File: src/rtl/dma_fsm_mq.sv
// rtl/dma_fsm_mq.sv - multi-descriptor DMA control FSM with in-order descriptor FIFO
//
// Queues up to DESC_DEPTH descriptors. On dma_go_i it retires them in order,
// handshaking each with the read and write streamers. It then waits for
// outstanding AXI transactions to drain and reports done. The first error
// seen while active is captured.
//
// Optional feature macro: DMA_FSM_ABORT_EN (adds abort_i / aborted_o).
//
// Ports:
//   clk, rst                  clock, synchronous active-high reset
//   dma_go_i                  start / hold-done level
//   desc_valid_i/ready_o      descriptor push handshake (ready = FIFO not full)
//   desc_*_i                  pushed descriptor fields
//   cur_*_o                   head descriptor fields (0 when empty)
//   stream_rd/wr_valid_o      per-streamer request for the head descriptor
//   stream_rd/wr_done_i       per-streamer completion of the head descriptor
//   axi_pend_txn_i            AXI I/F still has outstanding transactions
//   axi/rd/wr_err_*           error reports (AXI > rd > wr priority)
//   dma_active_o/dma_done_o   RUN|DRAIN / DONE status
//   dma_error_o               any error input valid while active (combinational)
//   err_valid/src/addr_o      first captured error (src 0=rd, 1=wr)
//   clear_dma_o               one-cycle pulse after leaving DONE
//   desc_done_cnt_o           descriptors retired since the last start
//   queue_level_o             FIFO occupancy
//   abort_i/aborted_o         [DMA_FSM_ABORT_EN] abort request / abort status
module dma_fsm_mq #(
    parameter int DESC_DEPTH = 4,
    parameter int BYTES_W    = 32,
    parameter int ADDR_W     = 32,
    parameter int CNT_W      = 16
) (
    input  logic                        clk,
    input  logic                        rst,
    input  logic                        dma_go_i,
    input  logic                        desc_valid_i,
    output logic                        desc_ready_o,
    input  logic [BYTES_W-1:0]          desc_num_bytes_i,
    input  logic [ADDR_W-1:0]           desc_src_addr_i,
    input  logic [ADDR_W-1:0]           desc_dst_addr_i,
    output logic [BYTES_W-1:0]          cur_num_bytes_o,
    output logic [ADDR_W-1:0]           cur_src_addr_o,
    output logic [ADDR_W-1:0]           cur_dst_addr_o,
    output logic                        stream_rd_valid_o,
    input  logic                        stream_rd_done_i,
    output logic                        stream_wr_valid_o,
    input  logic                        stream_wr_done_i,
    input  logic                        axi_pend_txn_i,
    input  logic                        axi_err_valid_i,
    input  logic                        axi_err_src_i,
    input  logic [ADDR_W-1:0]           axi_err_addr_i,
    input  logic                        rd_err_valid_i,
    input  logic [ADDR_W-1:0]           rd_err_addr_i,
    input  logic                        wr_err_valid_i,
    input  logic [ADDR_W-1:0]           wr_err_addr_i,
    output logic                        dma_active_o,
    output logic                        dma_done_o,
    output logic                        dma_error_o,
    output logic                        err_valid_o,
    output logic                        err_src_o,
    output logic [ADDR_W-1:0]           err_addr_o,
    output logic                        clear_dma_o,
    output logic [CNT_W-1:0]            desc_done_cnt_o,
`ifdef DMA_FSM_ABORT_EN
    input  logic                        abort_i,
    output logic                        aborted_o,
`endif
    output logic [$clog2(DESC_DEPTH):0] queue_level_o
);

    localparam int PTR_W = $clog2(DESC_DEPTH);
    localparam logic [PTR_W:0] PTR_ONE = (PTR_W+1)'(1);
    localparam logic [PTR_W:0] LVL_FULL = (PTR_W+1)'(DESC_DEPTH);

    typedef enum logic [1:0] {S_IDLE, S_RUN, S_DRAIN, S_DONE} state_t;
    state_t state;

    logic [BYTES_W-1:0] mem_bytes [DESC_DEPTH];
    logic [ADDR_W-1:0]  mem_src   [DESC_DEPTH];
    logic [ADDR_W-1:0]  mem_dst   [DESC_DEPTH];

    // Pointers carry one extra wrap bit so full and empty are distinguishable.
    logic [PTR_W:0] wr_ptr, rd_ptr, level, level_next;
    logic           empty, full;
    logic           push, pop, retire, in_run, abort_run;
    logic           rd_done_ff, wr_done_ff;
    logic           err_take, err_src_n;
    logic [ADDR_W-1:0] err_addr_n;

    assign level  = wr_ptr - rd_ptr;
    assign empty  = (level == '0);
    assign full   = (level == LVL_FULL);
    assign in_run = (state == S_RUN);

`ifdef DMA_FSM_ABORT_EN
    assign abort_run = in_run && abort_i;
`else
    assign abort_run = 1'b0;
`endif

    assign cur_num_bytes_o = empty ? '0 : mem_bytes[rd_ptr[PTR_W-1:0]];
    assign cur_src_addr_o  = empty ? '0 : mem_src[rd_ptr[PTR_W-1:0]];
    assign cur_dst_addr_o  = empty ? '0 : mem_dst[rd_ptr[PTR_W-1:0]];

    assign desc_ready_o  = !full;
    assign queue_level_o = level;

    // Pushes are dropped in the abort cycle so the flush leaves the FIFO empty.
    assign push = desc_valid_i && !full && !abort_run;

    // Zero-length descriptors retire at once without asserting any valid.
    assign retire = in_run && !abort_run &&
                    ((cur_num_bytes_o == '0) ||
                     ((rd_done_ff || stream_rd_done_i) && (wr_done_ff || stream_wr_done_i)));
    assign pop = retire;

    assign level_next = level + (PTR_W+1)'(push) - (PTR_W+1)'(pop);

    // Valids drop in the retire cycle so the streamers never see the old head
    // requested twice; the next head appears one cycle later.
    assign stream_rd_valid_o = in_run && !abort_run && !retire &&
                               (cur_num_bytes_o != '0) && !rd_done_ff;
    assign stream_wr_valid_o = in_run && !abort_run && !retire &&
                               (cur_num_bytes_o != '0) && !wr_done_ff;

    assign dma_active_o = (state == S_RUN) || (state == S_DRAIN);
    assign dma_done_o   = (state == S_DONE);
    assign dma_error_o  = dma_active_o && (axi_err_valid_i || rd_err_valid_i || wr_err_valid_i);

    always_comb begin
        err_take   = 1'b0;
        err_src_n  = 1'b0;
        err_addr_n = '0;
        if (axi_err_valid_i) begin
            err_take   = 1'b1;
            err_src_n  = axi_err_src_i;
            err_addr_n = axi_err_addr_i;
        end else if (rd_err_valid_i) begin
            err_take   = 1'b1;
            err_src_n  = 1'b0;
            err_addr_n = rd_err_addr_i;
        end else if (wr_err_valid_i) begin
            err_take   = 1'b1;
            err_src_n  = 1'b1;
            err_addr_n = wr_err_addr_i;
        end
    end

    always_ff @(posedge clk) begin
        if (push) begin
            mem_bytes[wr_ptr[PTR_W-1:0]] <= desc_num_bytes_i;
            mem_src[wr_ptr[PTR_W-1:0]]   <= desc_src_addr_i;
            mem_dst[wr_ptr[PTR_W-1:0]]   <= desc_dst_addr_i;
        end
    end

    always_ff @(posedge clk) begin
        if (rst) begin
            state           <= S_IDLE;
            wr_ptr          <= '0;
            rd_ptr          <= '0;
            rd_done_ff      <= 1'b0;
            wr_done_ff      <= 1'b0;
            err_valid_o     <= 1'b0;
            err_src_o       <= 1'b0;
            err_addr_o      <= '0;
            desc_done_cnt_o <= '0;
            clear_dma_o     <= 1'b0;
`ifdef DMA_FSM_ABORT_EN
            aborted_o       <= 1'b0;
`endif
        end else begin
            clear_dma_o <= 1'b0;
            if (push) wr_ptr <= wr_ptr + PTR_ONE;
            if (pop)  rd_ptr <= rd_ptr + PTR_ONE;

            // First error wins; the lock holds until the next start.
            if (dma_active_o && !err_valid_o && err_take) begin
                err_valid_o <= 1'b1;
                err_src_o   <= err_src_n;
                err_addr_o  <= err_addr_n;
            end

            case (state)
                S_IDLE: begin
                    if (dma_go_i) begin
                        if (!empty) begin
                            state           <= S_RUN;
                            err_valid_o     <= 1'b0;
                            err_src_o       <= 1'b0;
                            err_addr_o      <= '0;
                            desc_done_cnt_o <= '0;
`ifdef DMA_FSM_ABORT_EN
                            aborted_o       <= 1'b0;
`endif
                        end else begin
                            state <= S_DONE;
                        end
                    end
                end
                S_RUN: begin
                    if (abort_run) begin
                        rd_ptr     <= wr_ptr;
                        rd_done_ff <= 1'b0;
                        wr_done_ff <= 1'b0;
                        state      <= S_DRAIN;
`ifdef DMA_FSM_ABORT_EN
                        aborted_o  <= 1'b1;
`endif
                    end else if (retire) begin
                        desc_done_cnt_o <= desc_done_cnt_o + CNT_W'(1);
                        rd_done_ff      <= 1'b0;
                        wr_done_ff      <= 1'b0;
                        if (level_next == '0) state <= S_DRAIN;
                    end else begin
                        if (stream_rd_done_i) rd_done_ff <= 1'b1;
                        if (stream_wr_done_i) wr_done_ff <= 1'b1;
                    end
                end
                S_DRAIN: begin
                    if (!axi_pend_txn_i) state <= S_DONE;
                end
                default: begin
                    if (!dma_go_i) begin
                        state       <= S_IDLE;
                        clear_dma_o <= 1'b1;
                    end
                end
            endcase
        end
    end

endmodule

File: config.mk
export PLATFORM = sky130hd
export DESIGN_NAME = dma_fsm_mq
export DESIGN_NICKNAME = d
export VERILOG_FILES = /design/src/rtl/dma_fsm_mq.sv
export SDC_FILE = /design/constraint.sdc
export NUM_CORES = 1
export LEC_CHECK = 0
export ABC_CLOCK_PERIOD_IN_PS = 6350
export CAP_MARGIN = 40
export CORE_UTILIZATION = 45
export DETAILED_ROUTE_END_ITERATION = 12
export PLACE_DENSITY = 0.71
export RECOVER_POWER = 50
export SETUP_SLACK_MARGIN = 0.2
export SYNTH_ARGS = -nofsm -noshare
export SYNTH_HDL_FRONTEND = slang
export SYNTH_SLANG_ARGS = --single-unit
File: constraint.sdc
create_clock -name clk -period 6.35 [get_ports clk]
set_input_delay 0.9525 -clock clk [delete_from_list [all_inputs] [get_ports clk]]
set_output_delay 0.9525 -clock clk [all_outputs]
set_load 0.05 [all_outputs]
==> results of run 1 <==
[layout make-up]
type	count	area share [%]
Inverter	12	0.190
Multi-Input combinational cell	563	21.0
Tap cell	525	2.77
Clock inverter	17	0.754
Sequential cell	447	53.9
Clock buffer	67	5.40
Antenna cell	6	0.0633
Timing Repair Buffer	378	15.9
[layer usage]
metal | routed length, um | part of all wire (%) | track usage, % | up-vias
met5 | 35 | 0.085 | 0 | -
met4 | 882 | 2.2 | 6.42 | 6
met3 | 2580 | 6.3 | 4.08 | 56
met2 | 20000 | 49 | 32.6 | 344
met1 | 17600 | 43 | 27.1 | 5424
li1 | - | - | - | 4989
[worst max-delay path by stage]
stage,startpoint,to,slack [ns],cells after the start
4_1_cts,wr_ptr[0],cur_dst_addr_o[7],1.08,8
3_3_place_gp,flip-flop,state[1],1.73,15
5_1_grt,wr_ptr[0],cur_dst_addr_o[7],0.79,8
2_1_floorplan,wr_ptr[0],mem_bytes[3][0],1.45,6
6_report,wr_ptr[0],cur_dst_addr_o[7],1.16,8
3_5_place_dp,wr_ptr[0],state[1],1.71,17
[power by group through the flow]
| stage | logic (mW) | registers (mW) | clock network, mW |
|---|---|---|---|
| 2_1_floorplan | 3.26 | 3.84 | 0 |
| 3_3_place_gp | 4.93 | 3.71 | 0 |
| 3_5_place_dp | 4.99 | 3.72 | 0 |
| 4_1_cts | 5.02 | 3.65 | 2.66 |
| 5_1_grt | 5.22 | 3.69 | 2.76 |
| 6_report | 4.94 | 3.65 | 2.59 |
[worst register-to-register path: stages, from the launching register on]
cell and delay, ns:
dfxtp_4 0.81, mux4_1 0.71, nor4_2 0.39, nand4_2 0.26, o211ai_2 0.36, and2_1 0.28, ha_1 0.15, inv_1 0.04
ha_1 0.18, fa_1 0.40, xor2_1 0.16, xnor2_1 0.13, a21oi_1 0.10, a211o_1 0.30, nor2_1 0.13, o31ai_1 0.09
[per-stage QoR]
stage | setup slack (ns) | area [um^2] | power (mW) | util [%]
after global placement | 1.73 | 22200 | 8.64 | 55.9
after floorplan | 1.45 | 18100 | 7.10 | -
after CTS | 1.08 | 23700 | 11.3 | 59.8
after global routing | 0.791 | 23700 | 11.7 | 59.7
final | 1.16 | 23700 | 11.2 | 59.7
after detailed placement | 1.71 | 22300 | 8.71 | 56.1
[registers in the layout, summed over array words and instances, names as in the netlist, 2 cells and up, named ones only]
name             count
wr_ptr               3
err_addr_o          32
mem_bytes          128
rd_ptr               3
state                2
mem_dst            128
mem_src            128
desc_done_cnt_o     16
[cell usage in the layout (no fill, tap or decap), types with 14 or more instances in the layout]
cell type and instances:
a21oi_1 49, a22oi_1 31, and2_1 98, buf_4 14, clkbuf_1 19, clkbuf_16 47
clkdlybuf4s50_1 260, dfxtp_1 61, dlygate4sd3_1 97, edfxtp_1 384, mux4_2 92, nand2_1 119
nor2_1 16, o21ai_0 37
[kinds of logic after synthesis]
kind of cell	Yosys count	synth area share, %
AOI/OAI and AO/OA	155	5.60
DFF	447	70.6
and+or+nand+nor	292	8.38
muxes	97	12.1
buffers and inverters	81	1.97
adders and majority gates	15	1.12
xor gates and xnor gates	4	0.276
==> summary.md, run 1 <==
| Metric | Value |
|---|---|
| Seq/Total Area, Yosys | 70.6% |
| Synth warn | 0 |
| First-pass DRT Iterations | 5 |
| Post-synth EDFFs | 384 |
| RePlAce Congestion | 0.838 |
| Die area | 0.0411 mm^2 |
| Combinational power share | 44.1% |
| Layout cells sized above 1 | 13.3% |
| Clk Latency, worst-skew pair | ~0.57 ns |
| Setup Viol. Count Final | 0 |
| Crit Path Class | reg -> out |
| Max-cap viol count | 1 |
| Required @ worst endpoint | 5.40 ns |
| Die Height | 203 um |
| Hold Crit Depth | 2 |
| Reg-to-reg setup timing slack | 1.68 ns |
| CORE AREA | around 0.040 mm^2 |
| Sink Count | 447 |
| Post-Route WL | 41000 um |
| Post-Synthesis Cells | 1091 |
| Net Sw Frac | 39.3% |
| Setup Buffers After CTS | 0 |
| Initial drt markers | 670 |
| Top delay family on crit path | buffers and inverters |
| Clock network power share | 23.2% |
| Final min period | slightly above 5 ns |
| Total CTS buffers | 46 |
| Largest stage delay on the critical path | 0.87 ns |
| Area share of the largest cell type after synthesis | between 60% and 70% |
| Vias | between 10k and 15k |
| Status | complete, but fails checks |
| Antenna violations before repair | 11 |
| R2R depth | 15 |
| Largest cells by area after synthesis | edfxtp_1, mux4_2, dfxtp_1, and2_1, nand2_1 |
| Leak | just under 8 nW |
| Cell taking the most area after synthesis | edfxtp_1 |
| CTS tree | yes |
| Part of the power in registers | 32.6% |
| Worst Hold Class | reg -> reg |
| Drt via density | about 5.4 |
| Grt ovf | 0 |
| Critical path cell sequence | inv_1 > ha_1 > fa_1 > xor3_1 > or2_2 > buf_4 > and2_1 > clkdlybuf4s50_1 |
| Top FF cell, synth | edfxtp_1 |
| Largest net degree at the start of global routing | 67 |
| Worst EP arrival | about 4.2 ns |
| Final #Nets | ~1.7k |
| Pint | 6.78 mW |
| Final Slew Violations | 35 |
| Cts hold-fix bufs | 0 |
| Tcrit/Tclk final | 81.8% |
| Antenna-violating nets left | 0 |
| Hold Slack | approximately 0.45 ns |
| Mapped Area | 0.0181 mm^2 |
| Count leader, synth | edfxtp_1 |
| Cell Rows | between 70 and 80 |
| CP bufs+invs | 3 |
| Worst reg2reg path endpoint | state[1] |
| Clock Pin Slew Worst Setup and Hold Paths | 0.06 ns |
| Worst Tran Pin Value | 1.53 ns |
| Detailed placement HPWL | approximately 27000 um |
| Final Non-Filler Cells | 2015 |
| Final hold vios | 0 |
| Die width | around 200 um |
| Maximum vdd ir drop | 0.419 mV |
| Crit path capture type | output port |
| Worst hold endpoint | err_addr_o[19] |
| Layout area overhead | 31.0% |
| First-pass GRT wire length | 62700 um |
| FF+latch count, synth | 447 |
| Final TNS setup | 0 ns |
| I/O Buffers | between 300 and 400 |
| DP Cell Count | 1925 |
| RSZ-0062 raised after global routing | no |
| Clock skew | 0.0101 ns |
| Sequential cell area | 0.0128 mm^2 |
| Multi-input combinational cell area | 0.00498 mm^2 |
| HP Start | err_addr_o[19] |
| Pwr dens | 471 mW/mm^2 |
| Fraction of registers with async set/reset | 0% |
| Initial core utilization | 45.6% |
| Clock tree buffer depth | 3 |
| Total track usage | around a fifth |
| Switching power total | about 4.4 mW |
| Syn_nets | ~1.3k |
| Cts repair resizes | 0 |
| Slowest CP cell | clkdlybuf4s50_1 |
| Per-cell routed wire length | 20.4 um |
| IO Pins | 359 |
| Clk root buf | clkbuf_16 |
| DRC violations left | 0 |
| Fmax | 193 MHz |
| Commonest cells post-synth | edfxtp_1, nand2_1, and2_1, mux4_2, dfxtp_1 |
| Crit path max fanout | 51 |
| Syn_area_per_cell | 16.6 um^2 |
| Vias in the first global route | 11.0k |
| Netlist cell types | 56 |
| CTS H-tree lvls | 2 |
| Violated checks | capacitance limit, slew limit |
| Filler cell count | 2995 |
| Worst rel slew slack | -2.02% |
| Setup crit start kind | flip-flop |
No activity file was read; power rests on OpenSTA's default activity.
==> run 2: changes to the inputs <==
--- a/config.mk
+++ b/config.mk
@@ -5,11 +5,11 @@
 export SDC_FILE = /design/constraint.sdc
 export NUM_CORES = 1
 export LEC_CHECK = 0
-export ABC_CLOCK_PERIOD_IN_PS = 6350
+export ABC_CLOCK_PERIOD_IN_PS = 4300
 export CAP_MARGIN = 40
 export CORE_UTILIZATION = 45
 export DETAILED_ROUTE_END_ITERATION = 12
-export PLACE_DENSITY = 0.71
+export PLACE_DENSITY = 0.74
 export RECOVER_POWER = 50
 export SETUP_SLACK_MARGIN = 0.2
 export SYNTH_ARGS = -nofsm -noshare
==> constraint.sdc (replaced) <==
create_clock -name clk -period 4.3 [get_ports clk]
set_input_delay 0.645 -clock clk [delete_from_list [all_inputs] [get_ports clk]]
set_output_delay 0.645 -clock clk [all_outputs]
set_load 0.05 [all_outputs]
==> run 2 against run 1 <==
Against the previous run: critical endpoint is now cur_src_addr_o[1]; sequential cell count unchanged; sequential share of layout area fell by 0.42 points; routed wire length grew 4.2%; final area grew 0.79%; setup slack worse by 0.85 ns; core utilization increased by 0.47 points; the run still ends with capacitance limit, slew limit left; critical path depth did not move; power is 46% higher.
==> summary.md, run 2 (synthesized netlist as in run 1, its figures left out) <==
| Metric | Value |
|---|---|
| Worst EP arrival | 3.35 ns |
| CTS H-tree lvls | 2 |
| Clock skew | roughly 0.019 ns |
| Post-Route WL | 42700 um |
| Vias in the first global route | 11.1k |
| Placed Area | 0.0224 mm^2 |
| First-pass DRT Iterations | 5 |
| Total CTS buffers | between 40 and 50 |
| Clock network power share | 22.2% |
| Pint | 9.56 mW |
| Reg-to-reg setup timing slack | 0.35 ns |
| Initial drt markers | 675 |
| Die width | 203 um |
| Worst hold endpoint | err_addr_o[28] |
| Final Slew Violations | 35 |
| Final Non-Filler Cells | approximately 2.0k |
| Per-cell routed wire length | 20.9 um |
| Worst reg2reg path endpoint | state[1] |
| Crit Path Class | reg -> out |
| RSZ-0062 raised after global routing | yes |
| CTS tree | yes |
| RePlAce Congestion | between 0.8 and 0.9 |
| Most frequent cells in the layout | edfxtp_1, dlygate4sd3_1, clkdlybuf4s50_1 |
| Worst rel slew slack | -1.76% |
| Final TNS setup | 0 ns |
| Final min period | between 3 and 4 ns |
| Die Height | 203 um |
| Total Power | 16.3 mW |
| Tcrit/Tclk final | between 90 and 100% |
| Setup Viol. Count Final | 0 |
| Antenna violations before repair | 13 |
| Switching power total | 6.78 mW |
| HP Start | err_addr_o[28] |
| Die area | 0.0411 mm^2 |
| Net Sw Frac | 41.5% |
| Combinational power share | 45.2% |
| Crit path capture type | output port |
| Pwr dens | 683 mW/mm^2 |
| Worst Hold Class | reg -> reg |
| Filler cell count | approximately 3k |
| Layout area overhead | 32.0% |
| First-pass GRT wire length | between 60000 and 70000 um |
| Maximum vdd ir drop | 0.573 mV |
| Cell Rows | 73 |
| Hold Crit Depth | 2 |
| Post-route cell area | 0.0239 mm^2 |
| Drt via density | 5.41 |
| Antenna-violating nets left | 0 |
| Setup crit start | wr_ptr[0] |
| Final hold vios | 0 |
| Clk root buf | clkbuf_16 |
| Max-cap viol count | 1 |
| Status | complete, but fails checks |
| Commonest non-fill, non-tap cell in the layout | edfxtp_1 |
| Largest stage delay on the critical path | 0.54 ns |
| DP Cell Count | 1933 |
| Total track usage | around a fifth |
| I/O Buffers | 358 |
| Largest net degree at the start of global routing | 98 |
| Cts hold-fix bufs | 0 |
| R2R depth | 18 |
| Clock tree buffer depth | 3 |
| Critical path cell sequence | inv_1 > ha_1 > fa_1 > xor3_1 > or2_4 > buf_12 > and2_1 > dlygate4sd2_1 |
| Worst Tran Pin Value | 1.53 ns |
| Grt ovf | 0 |
| Clock Pin Slew Worst Setup and Hold Paths | 0.06 ns |
| Setup crit start kind | flip-flop |
| Vias | around 11k |
| Final #Nets | 1694 |
| Leak | about 8.4 nW |
| CORE AREA | 0.0397 mm^2 |
| DRC violations left | 0 |
| Fmax | ~250 MHz |
| Sink Count | 447 |
| IO Pins | between 300 and 400 |
| Required @ worst endpoint | 3.65 ns |
| Initial core utilization | roughly 46% |
| Crit path max fanout | 97 |
| Clk Latency, worst-skew pair | 0.57 ns |
| Hold Slack | 0.450 ns |
| Detailed placement HPWL | 27300 um |
| Violated checks | capacitance limit, slew limit |
| Slowest CP cell | dlygate4sd2_1 |
| Part of the power in registers | between 30% and 40% |
| Layout cells sized above 1 | about 17% |
-- run 2: cell types whose count changed in the layout (fill, tap and decap cells not counted), sizes merged --
cell / change
clkdlybuf4s50: -137
dlygate4sd2: +82
dlygate4sd3: +39
buf: +35
clkinv: +12
clkbuf: -6
clkdlybuf4s15: +5
bufinv: -3
clkinvlp: +2
diode: +1
inv: +1
-- run 2: timing repair --
| item | in CTS | in global routing |
|---|---|---|
| setup endpoints to repair | 93 | 11 |
| setup buffers | 2 | 17 |
| gates cloned | 0 | 1 |
| pin swaps | 1 | 9 |
| gates resized for setup | 94 | 31 |
-- run 2: cell type report --
type	instances	area [um^2]	share of cell area (%)
Sequential cell	447	12800	53.5
Multi-Input combinational cell	563	5070	21.2
Timing Repair Buffer	406	3960	16.5
Clock buffer	57	1210	5.07
Tap cell	525	657	2.75
Clock inverter	29	159	0.664
Inverter	12	45.0	0.188
Antenna cell	7	17.5	0.0732
-- run 2: worst max path at each step --
stage | to | slack, ns
after floorplan | state[1] | 0.23
after global placement | state[1] | 0.18
after detailed placement | state[1] | 0.12
after CTS | state[1] | 0.23
after global routing | state[1] | 0.14
final | cur_src_addr_o[1] | 0.31
-- run 2: power by group through the flow --
stage	sequential, mW	combinational (mW)	clock, mW
after floorplan	5.65	4.82	0
after global placement	5.41	7.61	0
after detailed placement	5.44	7.69	0
after CTS	5.35	7.30	3.71
after global routing	5.37	7.81	3.86
final	5.33	7.38	3.63
-- run 2: layer usage --
layer,vias to the layer above,part of all wire [%],global-route usage [%]
met2,374,49,33.5
met1,5573,41,26.5
met5,-,0.080,0
li1,5052,-,-
met3,65,7.8,5.86
met4,6,2.1,6.69
-- run 2: per-stage QoR --
step,worst slack [ns],util [%]
after global routing,0.143,60.2
after detailed placement,0.124,56.4
after global placement,0.182,56.2
final,0.310,60.2
after floorplan,0.227,-
after CTS,0.229,59.6
-- run 2: critical path: cells and delay by family (launching register included) --
| family | cells | cell delay [ns] |
|---|---|---|
| xor+xnor | 1 | 0.31 |
| fa+ha+maj | 2 | 0.60 |
| simple gates | 2 | 0.43 |
| flops | 1 | 0.38 |
| buf+inv | 3 | 0.96 |
==> run 3: changes to the inputs <==
--- a/config.mk
+++ b/config.mk
@@ -7,10 +7,13 @@
 export LEC_CHECK = 0
 export ABC_CLOCK_PERIOD_IN_PS = 4300
 export CAP_MARGIN = 40
-export CORE_UTILIZATION = 45
+export CELL_PAD_IN_SITES_DETAIL_PLACEMENT = 1
+export CELL_PAD_IN_SITES_GLOBAL_PLACEMENT = 1
+export CORE_UTILIZATION = 39
 export DETAILED_ROUTE_END_ITERATION = 12
-export PLACE_DENSITY = 0.74
+export PLACE_DENSITY_LB_ADDON = 0.1
 export RECOVER_POWER = 50
+export REMOVE_ABC_BUFFERS = 1
 export SETUP_SLACK_MARGIN = 0.2
 export SYNTH_ARGS = -nofsm -noshare
 export SYNTH_HDL_FRONTEND = slang
==> constraint.sdc (replaced) <==
create_clock -name clk -period 4.3 [get_ports clk]
set_input_delay 1.29 -clock clk [delete_from_list [all_inputs] [get_ports clk]]
set_output_delay 1.29 -clock clk [all_outputs]
set_load 0.05 [all_outputs]
==> run 3 against run 2 <==
Against the previous run: the flow still finishes with violations (capacitance limit, slew limit); clock skew grew 0.0060 ns; register-to-register slack got worse by 0.16 ns; power increased by 25%; routed wire length increased by 19%; non-clock buffer count up 38; critical endpoint is now cur_src_addr_o[12]; largest power group unchanged.
==> summary.md, run 3 (synthesized netlist as in run 1, its figures left out) <==
| Metric | Value |
|---|---|
| Status | complete, but fails checks |
| Violated checks | capacitance limit, slew limit |
| Clock network power share | 21.0% |
| Detailed placement HPWL | about 32000 um |
| Hold Slack | 0.456 ns |
| Worst setup path end | cur_src_addr_o[12] |
| Layout area overhead | 43.8% |
| Clk root buf | clkbuf_16 |
| Final Slew Violations | 32 |
| Vias | between 10k and 15k |
| CTS tree | yes |
| Post-Route WL | 51000 um |
| Die area | 0.0473 mm^2 |
| Clock Pin Slew Worst Setup and Hold Paths | 0.06 ns |
| Clock skew | about 0.025 ns |
| CORE AREA | 0.0456 mm^2 |
| Vias in the first global route | 12.0k |
| Max-cap viol count | 2 |
| Drt via density | 5.25 |
| RePlAce Congestion | 0.784 |
| Final hold vios | 0 |
| Cts hold-fix bufs | 0 |
| IO Pins | 359 |
| Clock tree buffer depth | 3 |
| HP Start | err_addr_o[27] |
| Layout cells sized above 1 | about 28% |
| Setup crit start kind | flip-flop |
| Die Height | 218 um |
| Final min period | 4.15 ns |
| Reg-to-reg setup timing slack | 0.19 ns |
| Final #Nets | 1736 |
| Part of the power in registers | 26.1% |
| Per-cell routed wire length | 23.6 um |
| Crit path max fanout | 33 |
| Tcrit/Tclk final | between 90% and 100% |
| DRC violations left | 0 |
| Initial core utilization | around two fifths |
| Total Power | 20.5 mW |
| First-pass GRT wire length | around 74000 um |
| Combinational power share | 52.9% |
| Setup Viol. Count Final | 0 |
| Fmax | 241 MHz |
| I/O Buffers | 358 |
| Cell Rows | 78 |
| Grt ovf | 0 |
| Switching power total | 7.71 mW |
| CTS H-tree lvls | 2 |
| Crit path capture type | output port |
| Largest net degree at the start of global routing | 66 |
| Clk Latency, worst-skew pair | 0.58 ns |
| Maximum vdd ir drop | 0.494 mV |
| Initial drt markers | 578 |
| Total CTS buffers | 50 |
| First-pass DRT Iterations | 4 |
| Worst rel slew slack | -7.69% |
| Sink Count | 447 |
| Leak | a little under 9 nW |
| R2R depth | 19 |
| Pint | 12.8 mW |
| Worst Tran Pin Value | 1.62 ns |
| Die width | ~220 um |
| Total track usage | 21.0% |
| Required @ worst endpoint | 3.01 ns |
| Antenna violations before repair | 16 |
| Antenna-violating nets left | 0 |
| Worst Hold Class | reg -> reg |
| Most frequent cells in the layout | edfxtp_1, clkdlybuf4s50_1, nand2_1 |
| Net Sw Frac | 37.7% |
| Worst EP arrival | 2.86 ns |
| Pwr dens | roughly 790 mW/mm^2 |
| RSZ-0062 raised after global routing | yes |
| Worst reg2reg path endpoint | state[1] |
| Setup crit start | wr_ptr[0] |
| Commonest non-fill, non-tap cell in the layout | edfxtp_1 |
| Crit Path Class | reg -> out |
[run 3: critical path, cell delays in order, from the launching register on]
cell     delay [ns]
dfxtp_1        0.33
inv_1          0.11
ha_4           0.19
fa_2           0.38
xor3_1         0.29
or2_4          0.21
buf_6          0.27
and2_1         0.29
buf_12         0.17
[run 3: metrics by stage]
| stage | area (um^2) | setup slack, ns | cells | TNS [ns] | util, % |
|---|---|---|---|---|---|
| final | 26100 | 0.148 | 2163 | 0 | 57.2 |
| after detailed placement | 23500 | -0.0751 | 2015 | -0.147 | 51.7 |
| after floorplan | 17800 | -3.11 | 1022 | -459.08 | - |
| after global placement | 23500 | 0.0108 | 2015 | 0 | 51.7 |
| after CTS | 25700 | 0.141 | 2130 | 0 | 56.4 |
| after global routing | 26000 | 0.0150 | 2161 | 0 | 57.2 |
[run 3: timing repair]
item,CTS,global route
buffers inserted,19,24
pin swaps,9,13
endpoints found under the setup margin,103,58
resized for setup,65,35
gates cloned,4,4
[run 3: layer usage]
| layer | up-vias | routed length (um) | global-route usage [%] |
|---|---|---|---|
| met4 | 14 | 1050 | 6.06 |
| met3 | 80 | 2860 | 5.01 |
| met1 | 5862 | 21100 | 26.9 |
| li1 | 5134 | - | - |
| met5 | - | 95 | 0 |
| met2 | 276 | 25900 | 35.3 |
[run 3: layout make-up]
| class | count | area, um^2 |
|---|---|---|
| diodes | 5 | 12.5 |
| clock buffers | 62 | 1330 |
| clock inverters | 30 | 315 |
| fillers | 4170 | 19500 |
| inverters | 12 | 45.0 |
| multi-input cells | 563 | 5250 |
| flip-flops and latches | 447 | 12800 |
| well taps | 600 | 751 |
| repair buffers | 444 | 5550 |
[run 3: worst min path at each step]
stage / depth (start not counted) / slack (ns) / to
final: 2 / 0.46 / err_addr_o[27]
after global routing: 2 / 0.48 / err_addr_o[26]
after CTS: 2 / 0.46 / err_addr_o[15]
after detailed placement: 2 / 0.45 / err_addr_o[1]
after global placement: 2 / 0.44 / err_addr_o[27]
after floorplan: 2 / 0.46 / wr_ptr[0]
[run 3: power groups by stage]
stage	clock (mW)	combinational, mW	sequential (mW)
after floorplan	0	4.57	5.84
after global placement	0	9.49	5.41
after detailed placement	0	9.55	5.44
after CTS	4.39	10.5	5.35
after global routing	4.54	11.3	5.39
final	4.29	10.8	5.35
